File: src/rtl/multiplexador_rr_parametrizado.sv
// multiplexador_rr_parametrizado: CHANNELS x WIDTH valid/ready merger with manual or round-robin
// grant into one registered output stage. Define MUX_TRANSFER_COUNT_EN to add the out_count port.
module multiplexador_rr_parametrizado #(
   parameter  int WIDTH    = 4,
   parameter  int CHANNELS = 8,
   localparam int SEL_W    = $clog2(CHANNELS)
) (
   input  logic                      clk,
   input  logic                      rst_n,
   input  logic                      modo,
   input  logic [SEL_W-1:0]          seletor,
   input  logic [CHANNELS*WIDTH-1:0] in_data,
   input  logic [CHANNELS-1:0]       in_valid,
   output logic [CHANNELS-1:0]       in_ready,
   output logic [WIDTH-1:0]          out_data,
   output logic                      out_valid,
   input  logic                      out_ready,
   output logic [SEL_W-1:0]          out_sel
`ifdef MUX_TRANSFER_COUNT_EN
   ,
   output logic [15:0]               out_count
`endif
);

   logic             load_s;
   logic             rr_found_s;
   logic             rr_hit_s;
   logic             man_found_s;
   logic             grant_s;
   logic [SEL_W-1:0] rr_idx_s;
   logic [SEL_W-1:0] scan_idx_s;
   logic [SEL_W-1:0] grant_idx_s;
   logic [SEL_W-1:0] ptr_r;

   assign load_s = !out_valid || out_ready;

   // Round-robin scan: ptr+1 first, wrapping, ptr itself last
   always_comb begin
      rr_found_s = 1'b0;
      rr_hit_s   = 1'b0;
      rr_idx_s   = '0;
      scan_idx_s = '0;
      for (int i = 1; i <= CHANNELS; i++) begin
         scan_idx_s = SEL_W'((int'(ptr_r) + i) % CHANNELS);
         rr_hit_s   = in_valid[scan_idx_s] && !rr_found_s;
         rr_idx_s   = rr_hit_s ? scan_idx_s : rr_idx_s;
         rr_found_s = rr_found_s | rr_hit_s;
      end
   end

   // Manual grant; an index beyond the channel count never grants
   always_comb begin
      if (int'(seletor) < CHANNELS) begin
         man_found_s = in_valid[seletor];
      end else begin
         man_found_s = 1'b0;
      end
   end

   // Mode select for the grant candidate
   always_comb begin
      grant_s     = 1'b0;
      grant_idx_s = '0;
      case (modo)
         1'b1: begin
            grant_s     = man_found_s;
            grant_idx_s = seletor;
         end
         default: begin
            grant_s     = rr_found_s;
            grant_idx_s = rr_idx_s;
         end
      endcase
   end

   // Ready goes only to the granted channel, and only when the output stage can load
   always_comb begin
      in_ready = '0;
      if (rst_n && load_s && grant_s) begin
         in_ready[grant_idx_s] = 1'b1;
      end else begin
         in_ready = '0;
      end
   end

   // Output register and round-robin pointer
   always_ff @(posedge clk) begin
      if (!rst_n) begin
         out_valid <= 1'b0;
         out_data  <= '0;
         out_sel   <= '0;
         ptr_r     <= SEL_W'(CHANNELS - 1);
      end else if (load_s) begin
         if (grant_s) begin
            out_valid <= 1'b1;
            out_data  <= in_data[int'(grant_idx_s)*WIDTH +: WIDTH];
            out_sel   <= grant_idx_s;
            if (modo == 1'b0) begin
               ptr_r <= grant_idx_s;
            end else begin
               ptr_r <= ptr_r;
            end
         end else begin
            out_valid <= 1'b0;
         end
      end
   end

`ifdef MUX_TRANSFER_COUNT_EN
   logic [15:0] count_r;

   // Count accepted output words, wrapping at 16 bits
   always_ff @(posedge clk) begin
      if (!rst_n) begin
         count_r <= 16'd0;
      end else if (out_valid && out_ready) begin
         count_r <= count_r + 16'd1;
      end
   end

   assign out_count = count_r;
`endif

endmodule

File: config.mk
export PLATFORM = sky130hd
export DESIGN_NAME = multiplexador_rr_parametrizado
export DESIGN_NICKNAME = d
export VERILOG_FILES = /design/src/rtl/multiplexador_rr_parametrizado.sv
export SDC_FILE = /design/constraint.sdc
export NUM_CORES = 1
export LEC_CHECK = 0
export CAP_MARGIN = 0
export CELL_PAD_IN_SITES_DETAIL_PLACEMENT = 2
export CELL_PAD_IN_SITES_GLOBAL_PLACEMENT = 2
export CORE_MARGIN = 2
export CORE_UTILIZATION = 25
export CTS_BUF_LIST = sky130_fd_sc_hd__clkbuf_4
export CTS_CLUSTER_SIZE = 28
export DETAILED_ROUTE_END_ITERATION = 10
export PLACE_DENSITY = 0.88
export RECOVER_POWER = 25
export SYNTH_ARGS = -nofsm -noshare
export SYNTH_HDL_FRONTEND = slang
export SYNTH_SLANG_ARGS = --single-unit
File: constraint.sdc
create_clock -name clk -period 4.4 [get_ports clk]
set_input_delay 1.1 -clock clk [delete_from_list [all_inputs] [get_ports clk]]
set_output_delay 1.1 -clock clk [all_outputs]
set_load 0.05 [all_outputs]
==> results of run 1 <==
==> cell families after synthesis <==
kind of cell / after synthesis / synth area share (%)
AND/OR/NAND/NOR: 71 / 19.4
XOR/XNOR: 6 / 3.72
buffers and inverters: 27 / 7.56
AO/OA/AOI/OAI: 77 / 30.2
flip-flops: 11 / 10.9
multiplexers: 33 / 27.0
adder cells (fa/ha/maj): 2 / 1.24
==> stage by stage <==
step / setup WS [ns] / setup TNS [ns] / util, % / area [sq um] / total power (uW)
6_report: -0.682 / -5.20 / 51.0 / 3960 / 2910
5_1_grt: -0.682 / -5.20 / 51.0 / 3960 / 2980
2_1_floorplan: -0.441 / -2.51 / - / 2120 / 1230
3_5_place_dp: -1.11 / -9.63 / 42.7 / 3320 / 1930
3_3_place_gp: -0.808 / -6.76 / 42.7 / 3320 / 1800
4_1_cts: -0.400 / -2.79 / 48.3 / 3750 / 2430
==> flip-flops by register name, summed over array words and instances (netlist names) <==
name       count
out_data       4
out_sel        3
ptr_r          3
out_valid      1
==> cell usage after synthesis (2+ instances only) <==
| cell | number |
|---|---|
| a211oi_1 | 6 |
| nand2b_1 | 7 |
| buf_4 | 3 |
| o21a_1 | 2 |
| mux2_2 | 4 |
| nand3_1 | 5 |
| xnor2_1 | 2 |
| inv_1 | 11 |
| xor2_2 | 2 |
| a311o_1 | 4 |
| o21ai_1 | 2 |
| buf_6 | 5 |
| dfxtp_1 | 11 |
| mux2i_1 | 10 |
| nor4_1 | 3 |
| nor3_1 | 7 |
| a21oi_1 | 8 |
| o211ai_1 | 9 |
| nor2_1 | 11 |
| mux4_2 | 15 |
| a21boi_1 | 2 |
| a21boi_0 | 3 |
| a21oi_2 | 2 |
| nor2b_1 | 5 |
| nand2_1 | 21 |
| a21o_1 | 3 |
| o21ai_0 | 14 |
| o22ai_1 | 2 |
| buf_2 | 2 |
| clkbuf_1 | 5 |
| a31oi_1 | 5 |
| ha_1 | 2 |
| o221ai_1 | 3 |
==> power groups by stage <==
stage | registers, uW | clock network (uW) | logic (uW)
2_1_floorplan | 218 | 0 | 1010
3_3_place_gp | 152 | 0 | 1650
3_5_place_dp | 153 | 0 | 1780
4_1_cts | 153 | 89.5 | 2190
5_1_grt | 164 | 104 | 2710
6_report | 163 | 101 | 2640
==> repair_timing <==
item / in CTS / in global routing
pin swaps: 22 / 16
setup endpoints to repair: 12 / 8
setup buffers: 22 / 13
gates resized for setup: 94 / 17
hold endpoints to repair: 0 / 0
gates cloned: 0 / 0
==> path summary, 6_finish.rpt <==
| path | endpoint | slack, ns | cells past startpoint |
|---|---|---|---|
| setup / recovery | in_ready[0] | -0.68 | 16 |
| hold / removal | out_sel[1] | 0.57 | 2 |
| setup reg to reg | out_data[0] | 0.10 | 18 |
| hold reg to reg | out_sel[1] | 0.57 | 2 |
==> worst max-delay path, cell delays in order (launching register included) <==
cell and delay [ns]:
dfxtp_1 0.44, inv_1 0.15, ha_4 0.38, clkbuf_2 0.21, mux4_2 0.38, buf_4 0.19, mux2i_1 0.19, nand2_1 0.15
inv_2 0.11, a31oi_2 0.08, nor4b_4 0.19, a2111oi_4 0.49, nand3b_1 0.21, buf_6 0.18, buf_12 0.11, nor2_4 0.04
buf_12 0.14
==> cell type report <==
cell class              count  area (sq um)
well taps                 102           128
multi-input cells         189          2000
inverters                  12          45.0
repair buffers            161          1540
fillers                   804          3810
flip-flops and latches     11           221
clock buffers               4          30.0
==> routing by layer <==
layer	part of all wire (%)	up-vias	GRT usage, %
met4	5.3	0	7.37
met1	38	1526	42.3
met3	8.4	72	5.78
li1	-	1193	-
met5	0	-	0
met2	49	211	57.4
==> run_results.csv, run 1 <==
group,metric,value,unit
status,status,"finished with violations",
status,violations,"negative setup slack",
clock_tree,cts_made_buffers,3,
clock_tree,cts_tree,"yes",
synth,synth.area.top_cells,"mux4_2 17%, dfxtp_1 11%, mux2i_1 5.0%, nand2_1 3.9%, o21ai_0 3.5%",
routing,wl,16300,microns
finish,final_common_cell,"buf_4",
setup_path,crit_required,3.30,ns
synth,yosysTopAreaCellShare,16.7,%
pwr,switchingPower,1560,uW
setup_path,crit_start,"ptr_r[1]",
timing,fin_hold_ws,0.574,ns
setup_path,r2r-start,"ptr_r[1]",
finish,area_delta_synth_final,96.2,%
flow_run,maxCapViolations,0,
placed_design,dp_cells,440,
synth,netlist-cell-type-count,64,
floorplan,rows,32,
clock_tree,clock_sinks,11,
floorplan,io_pins,63,
synth,seq_area_frac_synth,10.9,%
floorplan,start_util,26.0,%
placed_design,port_buffers,62,
clock_tree,htreeDepth,1,
finish,fin_nets,427,
synth,synth_top_area_cell,"mux4_2",
placed_design,gp_congestion,0.858,
floorplan,coreArea,7770,sq um
clock_tree,hold_buffers,0,
routing,vias,3002,
finish,fin_cells,479,
pwr,leakagePower,0.00159,uW
global_routing,gr-total-overflow,0,
synth,yosys_register_bits,11,
floorplan,dieArea,8810,sq um
global_routing,grt_pass1_wl,21200,microns
finish,antenna_cells,0,
setup_path,cp_max_fo,6,
timing,rsz0062_at_grt,"yes",
pwr,switching_share,53.8,%
clock_tree,path_clk_slew,0.11,ns
routing,final_antenna_net_count,0,
pwr,p_int,1340,uW
global_routing,grt_pass1_vias,3187,
synth,synthCells,227,
clock_tree,root_buffer,"clkbuf_4",
timing,tightest_slew,0.642,ns
global_routing,grt_usage,32.9,%
timing,fmax,197,MHz
floorplan,die_x,93.9,microns
timing,final_max_slew_viol_count,0,
clock_tree,clkLatencyLatePin,0.32,ns
timing,setup_viol,8,
synth,synth_area,2020,sq um
hold_path,min_from,"out_sel[1]",
routing,first_iter_violations,232,
routing,wl_per_cell,34.1,microns
setup_path,cp_data_arrival_time,3.98,ns
timing,timing.slew.headroom,56.7,%
timing,period_share,116,%
global_routing,antenna_found_initial,0,
synth,yosys_warnings,0,
timing,fin_crit,5.08,ns
synth,syn_avg_cell_area,8.90,sq um
routing,remaining_drc_errors,0,
routing,vias_per_cell,6.27,
pwr,powerDensity,733,nW/um^2
synth,synth_edf_count,0,
pwr,p_comb_share,90.9,%
finish,drive_above_1_share,52.8,%
timing,skew,0.00384,ns
placed_design,dp_hpwl,8670,microns
setup_path,critPathKind,"register to output port",
synth,synthArstFlopShare,0,%
synth,syn_nets,276,
pwr,clock_power_share,3.5,%
finish,final_cell_mix,"85 x buf_4, 42 x clkdlybuf4s50_1, 18 x nand2_1",
global_routing,grt_max_degree,21,
timing,fin_ws,-0.682,ns
setup_path,cp-start-kind,"register",
floorplan,die_h,93.9,microns
synth,ys.flop_type,"dfxtp_1",
setup_path,critPathCaptureType,"output port",
pwr,pwr-share-seq,5.6,%
pwr,worst_ir_drop_vdd,0.342,mV
timing,finalHoldViolations,0,
hold_path,hp-class,"register to register",
clock_tree,clockBufferDepth,2,
routing,first_pass_iters,4,
Note: power is estimated with default switching activity, not from simulation.
==> run 2, diff against run 1 <==
--- a/config.mk
+++ b/config.mk
@@ -9,11 +9,11 @@
 export CELL_PAD_IN_SITES_DETAIL_PLACEMENT = 2
 export CELL_PAD_IN_SITES_GLOBAL_PLACEMENT = 2
 export CORE_MARGIN = 2
-export CORE_UTILIZATION = 25
+export CORE_UTILIZATION = 28
 export CTS_BUF_LIST = sky130_fd_sc_hd__clkbuf_4
 export CTS_CLUSTER_SIZE = 28
 export DETAILED_ROUTE_END_ITERATION = 10
-export PLACE_DENSITY = 0.88
+export PLACE_DENSITY = 0.92
 export RECOVER_POWER = 25
 export SYNTH_ARGS = -nofsm -noshare
 export SYNTH_HDL_FRONTEND = slang
==> constraint.sdc (replaced) <==
create_clock -name clk -period 5.4 [get_ports clk]
set_input_delay 1.35 -clock clk [delete_from_list [all_inputs] [get_ports clk]]
set_output_delay 1.35 -clock clk [all_outputs]
set_load 0.05 [all_outputs]
==> run 2 against run 1 <==
  * The flow still finishes with violations (negative setup slack)
  * Non-clock buffer count shrank 24
  * Count of clock-buffer cells in the layout unchanged
  * Core utilization increased by 2.6 points
  * Flip-flop and latch count did not move
  * Final cell count down 6.3%
  * Via count down 5.0%
  * Critical path depth unchanged
  * Global-route usage rose by 3.3 points
  * Clock skew up 0.015 ns
  * Worst setup slack improved by 0.63 ns
  * Critical endpoint is now in_ready[6]
  * Highest routed layer unchanged
==> run_results.csv, run 2 (synthesis gave the netlist of run 1 again) <==
group,metric,value,unit
setup_path,r2r-start,"ptr_r[1]",
timing,fin_crit,5.46,ns
clock_tree,path_clk_slew,0.08,ns
floorplan,start_util,29.4,%
finish,fin_nets,403,
global_routing,met2_usage,65.5,%
finish,largest_reg_flops,4,
routing,wl_per_cell,34.4,microns
setup_path,reg2reg_depth,16,
timing,rsz0062_at_grt,"yes",
hold_path,min_from,"out_sel[2]",
timing,setup_viol,4,
setup_path,cp-start-kind,"input port",
clock_tree,clock_sinks,11,
setup_path,crit_start,"in_valid[1]",
clock_tree,htreeDepth,1,
status,violations,"negative setup slack",
timing,final_max_slew_viol_count,0,
clock_tree,cts_made_buffers,3,
global_routing,grt_util_met1,40.7,%
routing,first_pass_iters,4,
hold_path,holdPathStages,2,
routing,remaining_drc_errors,0,
finish,largest_register,"out_data",
floorplan,die_h,88.9,microns
finish,drive_above_1_share,49.6,%
clock_tree,clockBufferDepth,2,
setup_path,worstPathCellList,"clkbuf_4 -> buf_4 -> mux2i_2 -> mux2i_1 -> o221ai_2 -> buf_4 -> o21ai_1 -> a21o_1 -> nor4_4 -> buf_4 -> a2111oi_4 -> buf_4 -> nand3b_1 -> buf_6 -> nor3_4 -> buf_12",
routing,wl,15400,microns
placed_design,gp_congestion,0.847,
routing,final_antenna_net_count,0,
routing,vias,2853,
pwr,worst_ir_drop_vdd,0.202,mV
timing,tightest_slew,0.674,ns
setup_path,critPathCaptureType,"output port",
floorplan,io_pins,63,
setup_path,cp_slowest_cell,"mux2i_2",
setup_path,crit_required,4.05,ns
timing,fin_hold_ws,0.565,ns
finish,largestRegisters,"out_data x4, out_sel x3, ptr_r x3",
global_routing,grt_usage,36.2,%
pwr,powerDensity,588,nW/um^2
timing,skew,0.0191,ns
global_routing,grt_pass1_wl,20200,microns
floorplan,rows,30,
clock_tree,hold_buffers,0,
global_routing,busiest_layer,"met2",
global_routing,grt_pass1_vias,3150,
flow_run,maxCapViolations,0,
routing,first_iter_violations,189,
routing,vias_per_cell,6.35,
floorplan,die_x,88.9,microns
setup_path,cp_max_fo,6,
finish,final_cell_mix,"64 x buf_4, 41 x clkdlybuf4s50_1, 18 x nand2_1",
clock_tree,cts_tree,"yes",
finish,antenna_cells,0,
global_routing,grt_util_met3,6.09,%
timing,timing.slew.headroom,54.9,%
global_routing,antenna_found_initial,0,
timing,fmax,183,MHz
global_routing,grt_max_degree,23,
pwr,leakagePower,0.00147,uW
timing,finalHoldViolations,0,
finish,nFillCells,697,
status,status,"finished with violations",
finish,area_delta_synth_final,82.5,%
setup_path,critPathKind,"input port to output port",
hold_path,hp-class,"register to register",
floorplan,coreArea,6870,sq um
global_routing,gr-total-overflow,0,
floorplan,dieArea,7910,sq um
timing,fin_ws,-0.0563,ns
setup_path,cp_data_arrival_time,4.11,ns
placed_design,dp_hpwl,9160,microns
placed_design,port_buffers,62,
timing,period_share,101,%
setup_path,cp_slowest_stage_delay,0.25,ns
clock_tree,root_buffer,"clkbuf_4",
timing,fin_tns_setup,-0.126,ns
setup_path,crit_top_cell,"buf_4",
clock_tree,clkLatencyLatePin,0.32,ns
finish,final_common_cell,"buf_4",
[run 2: cell types whose count changed in the layout (fill, tap and decap cells not counted), sizes merged]
cell and change:
buf -26, clkbuf +2, clkdlybuf4s50 -1, dlygate4sd3 +1
[run 2: worst paths after layout]
check / end / slack (ns)
hold reg to reg: out_sel[2] / 0.57
setup / recovery: in_ready[6] / -0.06
setup reg to reg: out_data[2] / 0.87
hold / removal: out_sel[2] / 0.57
[run 2: layout make-up]
type	instances	area, sq um	share of cell area [%]
well taps	96	120	3.26
flip-flops and latches	11	221	6.01
inverters	12	45.0	1.22
clock buffers	4	30.0	0.815
repair buffers	137	1280	34.9
multi-input cells	189	1980	53.8
[run 2: what timing repair did]
item	in CTS	in global routing
resized for setup	72	44
pin swaps	17	21
setup buffers	16	12
setup endpoints to repair	8	8
[run 2: where the power goes]
group	internal, uW	switching, uW	leakage (uW)
logic	830	1120	0.00136
registers	104	30.7	0.0000911
clock network	34.0	43.1	0.0000184
[run 2: metrics by stage]
stage	instances	setup slack [ns]	util, %	total power, uW	area [sq um]
after global routing	449	-0.135	53.6	2220	3680
after detailed placement	419	-0.555	45.5	1510	3130
after CTS	439	0.0560	49.8	1790	3420
after floorplan	227	-0.123	-	960	2050
after global placement	419	-0.232	45.5	1360	3130
final	449	-0.0563	53.6	2170	3680
[run 2: metal layers]
metal  up-vias  part of all wire (%)
li1       1140                     -
met1      1444                    38
met2       188                    50
met3        81                   5.4
met4         0                   7.0
met5         -                     0
[run 2: worst max-delay path: cells and delay by family]
| kind | cells | cell delay (ns) |
|---|---|---|
| AOI/OAI and AO/OA | 4 | 0.58 |
| buffers and inverters | 7 | 1.19 |
| muxes | 2 | 0.41 |
| and+or+nand+nor | 3 | 0.56 |
==> run 3, diff against run 2 <==
--- a/config.mk
+++ b/config.mk
@@ -14,7 +14,7 @@
 export CTS_CLUSTER_SIZE = 28
 export DETAILED_ROUTE_END_ITERATION = 10
 export PLACE_DENSITY = 0.92
-export RECOVER_POWER = 25
+export RECOVER_POWER = 50
 export SYNTH_ARGS = -nofsm -noshare
 export SYNTH_HDL_FRONTEND = slang
 export SYNTH_SLANG_ARGS = --single-unit
==> constraint.sdc (replaced) <==
create_clock -name clk -period 5.4 [get_ports clk]
set_input_delay 1.35 -clock clk [delete_from_list [all_inputs] [get_ports clk]]
set_output_delay 1.35 -clock clk [all_outputs]
set_load 0.1 [all_outputs]
==> run 3 against run 2 <==
  * The flow still finishes with violations (negative setup slack)
  * Count of clock-buffer cells in the layout stayed put
  * Die area stayed put
  * Worst setup slack worse by 0.15 ns
  * Final cell count is 3.8% lower
  * Worst hold slack worse by 0.071 ns
  * Combinational power is 4% lower
  * Clock skew is 0.0083 ns lower
  * Core utilization is 3.1 points lower
  * Largest power group unchanged
==> run_results.csv, run 3 (synthesis gave the netlist of run 1 again) <==
group,metric,value,unit
hold_path,holdPathEnd,"out_sel[1]",
clock_tree,cts_made_buffers,3,
timing,fmax,178,MHz
pwr,switching_share,58.1,%
floorplan,die_x,88.9,microns
timing,tightest_slew,1.04,ns
setup_path,reg2reg_slack,0.99,ns
floorplan,dieArea,7910,sq um
pwr,p_total,2080,uW
setup_path,cp.depth,13,
pwr,switchingPower,1210,uW
finish,largest_reg_flops,4,
finish,finish.utilization,50.5,%
timing,fin_ws,-0.211,ns
finish,antenna_cells,0,
hold_path,hp-class,"register to register",
timing,final_max_slew_viol_count,0,
clock_tree,hold_buffers,0,
floorplan,die_h,88.9,microns
routing,final_antenna_net_count,0,
placed_design,port_buffers,62,
setup_path,critPathCaptureType,"output port",
setup_path,cp-start-kind,"input port",
timing,fin_crit,5.61,ns
flow_run,maxCapViolations,0,
routing,met3WireLength,1360,microns
finish,largest_register,"out_data",
setup_path,cp_slowest_cell,"mux4_2",
routing,first_pass_iters,6,
finish,final_common_cell,"buf_4",
floorplan,io_pins,63,
setup_path,cp_data_arrival_time,4.26,ns
setup_path,cp_slowest_stage_delay,0.54,ns
clock_tree,clkLatencyLatePin,0.32,ns
setup_path,critical-path-top-delay-family,"simple AND/OR/NAND/NOR gates",
clock_tree,root_buffer,"clkbuf_4",
placed_design,gp_congestion,0.873,
setup_path,critPathBufInv,5,
placed_design,dp_hpwl,8530,microns
routing,wl_per_cell,34.1,microns
routing,vias_per_cell,6.56,
routing,top_layer,"met4",
finish,drive_above_1_share,43.2,%
clock_tree,htreeDepth,1,
global_routing,grt_pass1_vias,3079,
timing,setup_viol,8,
finish,nFillCells,698,
floorplan,rows,30,
timing,skew,0.0108,ns
setup_path,crit_start,"in_valid[3]",
hold_path,holdPathStages,2,
routing,remaining_drc_errors,0,
pwr,powerDensity,598,nW/um^2
clock_tree,path_clk_slew,0.10,ns
clock_tree,clock_sinks,11,
timing,rsz0062_at_grt,"yes",
clock_tree,cts_tree,"yes",
pwr,worst_ir_drop_vdd,0.274,mV
finish,fin_nets,386,
global_routing,antenna_found_initial,0,
floorplan,start_util,29.4,%
global_routing,grt_pass1_wl,20300,microns
setup_path,crit_required,4.05,ns
routing,met1Wirelength,5480,microns
placed_design,placed_cell_area,3200,sq um
setup_path,cp_max_fo,5,
status,status,"finished with violations",
timing,period_share,104,%
floorplan,coreArea,6870,sq um
clock_tree,clockBufferDepth,2,
routing,first_iter_violations,277,
timing,finalHoldViolations,0,
finish,final_cell_mix,"50 x buf_4, 38 x clkdlybuf4s50_1, 19 x nand2_1",
routing,vias,2836,
pwr,p_int,870,uW
global_routing,grt_usage,36.7,%
status,violations,"negative setup slack",
routing,met2WireLength,6910,microns
finish,area_delta_synth_final,71.8,%
pwr,leakagePower,0.00137,uW
setup_path,crit_top_cell,"buf_6",
global_routing,grt_max_degree,23,
hold_path,min_from,"out_sel[1]",
pwr,clock_power_share,3.9,%
pwr,p_comb_share,89.8,%
global_routing,gr-total-overflow,0,
routing,wl,14700,microns
setup_path,worstPathCellList,"buf_8 -> mux4_2 -> mux2_4 -> nor2b_4 -> buf_6 -> and4_4 -> a21oi_2 -> a2111oi_4 -> buf_4 -> buf_6 -> nand3_4 -> nor3_4 -> buf_12",
placed_design,dpl_worst_slack,-0.555,ns
setup_path,r2r-start,"ptr_r[0]",
timing,timing.slew.headroom,30.3,%
setup_path,r2r_end,"out_data[1]",
pwr,pwr-share-seq,6.3,%
setup_path,reg2reg_depth,14,
finish,largestRegisters,"out_data x4, out_sel x3, ptr_r x3",
setup_path,critPathKind,"input port to output port",
finish,stdcell_area,3470,sq um
timing,fin_hold_ws,0.494,ns
==> run 3: per-stage QoR <==
| stage | instances | setup TNS, ns |
|---|---|---|
| floorplan | 227 | -0.885 |
| global placement | 418 | -1.84 |
| detailed placement | 418 | -3.75 |
| CTS | 431 | -0.258 |
| global route | 432 | -1.35 |
| finish | 432 | -1.20 |
==> run 3: cell type report <==
class	instances	area, sq um	share of cell area, %
multi-input cells	189	1870	53.8
repair buffers	120	1190	34.2
flip-flops and latches	11	220	6.35
well taps	96	120	3.46
inverters	12	45.0	1.30
clock buffers	4	30.0	0.865
==> run 3: how the worst max path moves through the flow <==
stage / endpoint / slack [ns]
2_1_floorplan: in_ready[3] / -0.27
3_3_place_gp: in_ready[6] / -0.27
3_5_place_dp: in_ready[6] / -0.56
4_1_cts: in_ready[6] / -0.08
5_1_grt: in_ready[3] / -0.24
6_report: in_ready[3] / -0.21
==> run 3: worst register-to-register path, cell delays in order (launching register included) <==
cell      delay, ns
dfxtp_1        0.40
buf_6          0.30
ha_1           0.34
xor2_2         0.42
mux2i_1        0.37
o221ai_1       0.27
and4_4         0.24
buf_4          0.15
a21oi_2        0.28
a211oi_2       0.17
nor2_4         0.26
buf_4          0.26
mux2_1         0.37
o211ai_1       0.28
a31oi_1        0.17
==> run 3: power groups by stage <==
stage          Sequential [uW]  Combinational (uW)  Clock [uW]
3_3_place_gp               123                1380           0
3_5_place_dp               125                1490           0
2_1_floorplan              239                 851           0
5_1_grt                    131                1910        79.8
6_report                   131                1870        80.3
4_1_cts                    125                1720        75.5
==> run 3: timing repair <==
item	4_1_cts	5_1_grt
gates resized for setup	70	10
setup endpoints to repair	8	8
pin swaps	12	11
buffers inserted	10	2
hold endpoints to repair	0	0
==> run 3: per-layer routing <==
| metal | GRT usage (%) | vias to the layer above |
|---|---|---|
| met5 | 0 | - |
| met4 | 19.3 | 0 |
| met3 | 7.85 | 87 |
| met2 | 60.3 | 240 |
| met1 | 45.0 | 1404 |
| li1 | - | 1105 |
==> RTL edit (flow settings as in run 1) <==
Change the parameter `WIDTH` from 4 to 6.
--- a/src/rtl/multiplexador_rr_parametrizado.sv
+++ b/src/rtl/multiplexador_rr_parametrizado.sv
@@ -3,3 +3,3 @@
 module multiplexador_rr_parametrizado #(
-   parameter  int WIDTH    = 4,
+   parameter  int WIDTH    = 6,
    parameter  int CHANNELS = 8,
Ports: changed (resized in_data and out_data); port bits go from 63 to 81. The function was not compared with the original's and may differ.
==> RTL edit against run 1 <==
Die area grew 28%. Via count grew 20%. Area after synthesis grew 30%. Total power grew 16%. The run still ends with negative setup slack left. Sequential cell count grew 2. Worst setup slack gained 0.24 ns. Register-to-register slack gained 0.07 ns. Critical endpoint is now in_ready[3]. Critical path type is now input port to output pin. Clock skew grew 0.013 ns. Wire length grew 21%. Global-route usage shrank 3.0 points. Final cell count grew 26%. Largest cell class unchanged. Final area grew 24%. Sequential share of layout area shrank 0.21 points.
==> RTL edit: results (changes against run 1) <==
Run status
  • Status: finished with violations
  • Violations in the final reports: negative setup slack

Setup path
  • Slowest cell on crit path: mux4_2
  • CP top delay family: compound AO/OA/AOI/OAI gates
  • Largest stage delay, worst path: 0.56 ns (+0.07 ns)
  • R2R setup slack: 0.17 ns (+0.07 ns)
  • Worst Setup EP: in_ready[3]
  • CP Launch Point: in_valid[0]

STA
  • Setup violations, final: 8 (unchanged)
  • Fin worst setup slack: -0.438 ns (+0.244 ns)
  • Clock skew: 0.0169 ns (+0.0131 ns)

Final layout
  • Nonclk inv count: 8 (-4)
  • Fillcell total: 1038 (+29%)
  • Sequential cell area share: 5.38% (-0.21 points)
  • Area occupied by multi-input gates: 0.00258 mm² (+29%)
  • Multi-input gate share of total cell area: 52.3% (+1.8 points)
  • Layout net count: 532 (+25%)
  • Non-clk buf share: 37.7% (-1.2 points)
  • Fraction of layout cells with a size suffix above 1: 49.6% (-3.2 points)

Synthesis
  • Post-Synth Adder-Cell Area: 0.956% (-0.28 points)
  • Distinct cells, synth: 71 (+11%)
  • Mux contribution to synthesized area: 33.4% (+6.4 points)
  • Ranking of synthesized cells by area: mux2i_1, dfxtp_1, mux4_2
  • Post-synthesis sequential area ratio: 9.94% (-0.96 points)
  • Post-synthesis xor/xnor area fraction: 2.10% (-1.6 points)
  • Post-Syn Instances: 295 (+30%)

Placement
  • Gpl congestion: 0.862 (+0.38%)
  • Placed cell areas: 0.00410 mm² (+23%)
  • Inst Count DP: 555 (+26%)

Route
  • Total number of vias: 3604 (+20%)

Clocking
  • Postcts setup bufs: 27 (+23%)

Power
  • Tot Pwr: 0.00337 W (+16%)
  • Clock group: 0.0000917 W (-9%)
  • Max VDD drop: 0.270 mV (-21%)

GRT
  • Largest net degree at the start of global routing: 30 (+43%)
==> RTL edit: cell types whose count changed in the layout (fill, tap and decap cells not counted), moves of 5 or more <==
cell / change
buf_4: +13
o211ai_1: -5
nand2_1: +5
mux2i_1: +24
nor2_1: +7
clkdlybuf4s50_1: +17
inv_1: -5
nor3_1: +6
mux2_2: +6
==> RTL edit: worst min-delay path by stage <==
stage                      from  slack (ns)  cells after the start     endpoint
finish               out_sel[0]        0.58                      2   out_sel[0]
CTS                 out_data[0]        0.53                      2  out_data[0]
global route        out_data[2]        0.63                      2  out_data[2]
floorplan              ptr_r[1]        0.66                      3     ptr_r[1]
global placement     out_sel[2]        0.49                      1   out_sel[2]
detailed placement   out_sel[2]        0.52                      1   out_sel[2]
==> RTL edit: layer usage <==
metal	GRT usage [%]	routed length, µm
met5	0	0
met4	16.0	1260
met3	5.95	1230
met2	54.4	10100
met1	32.3	7240
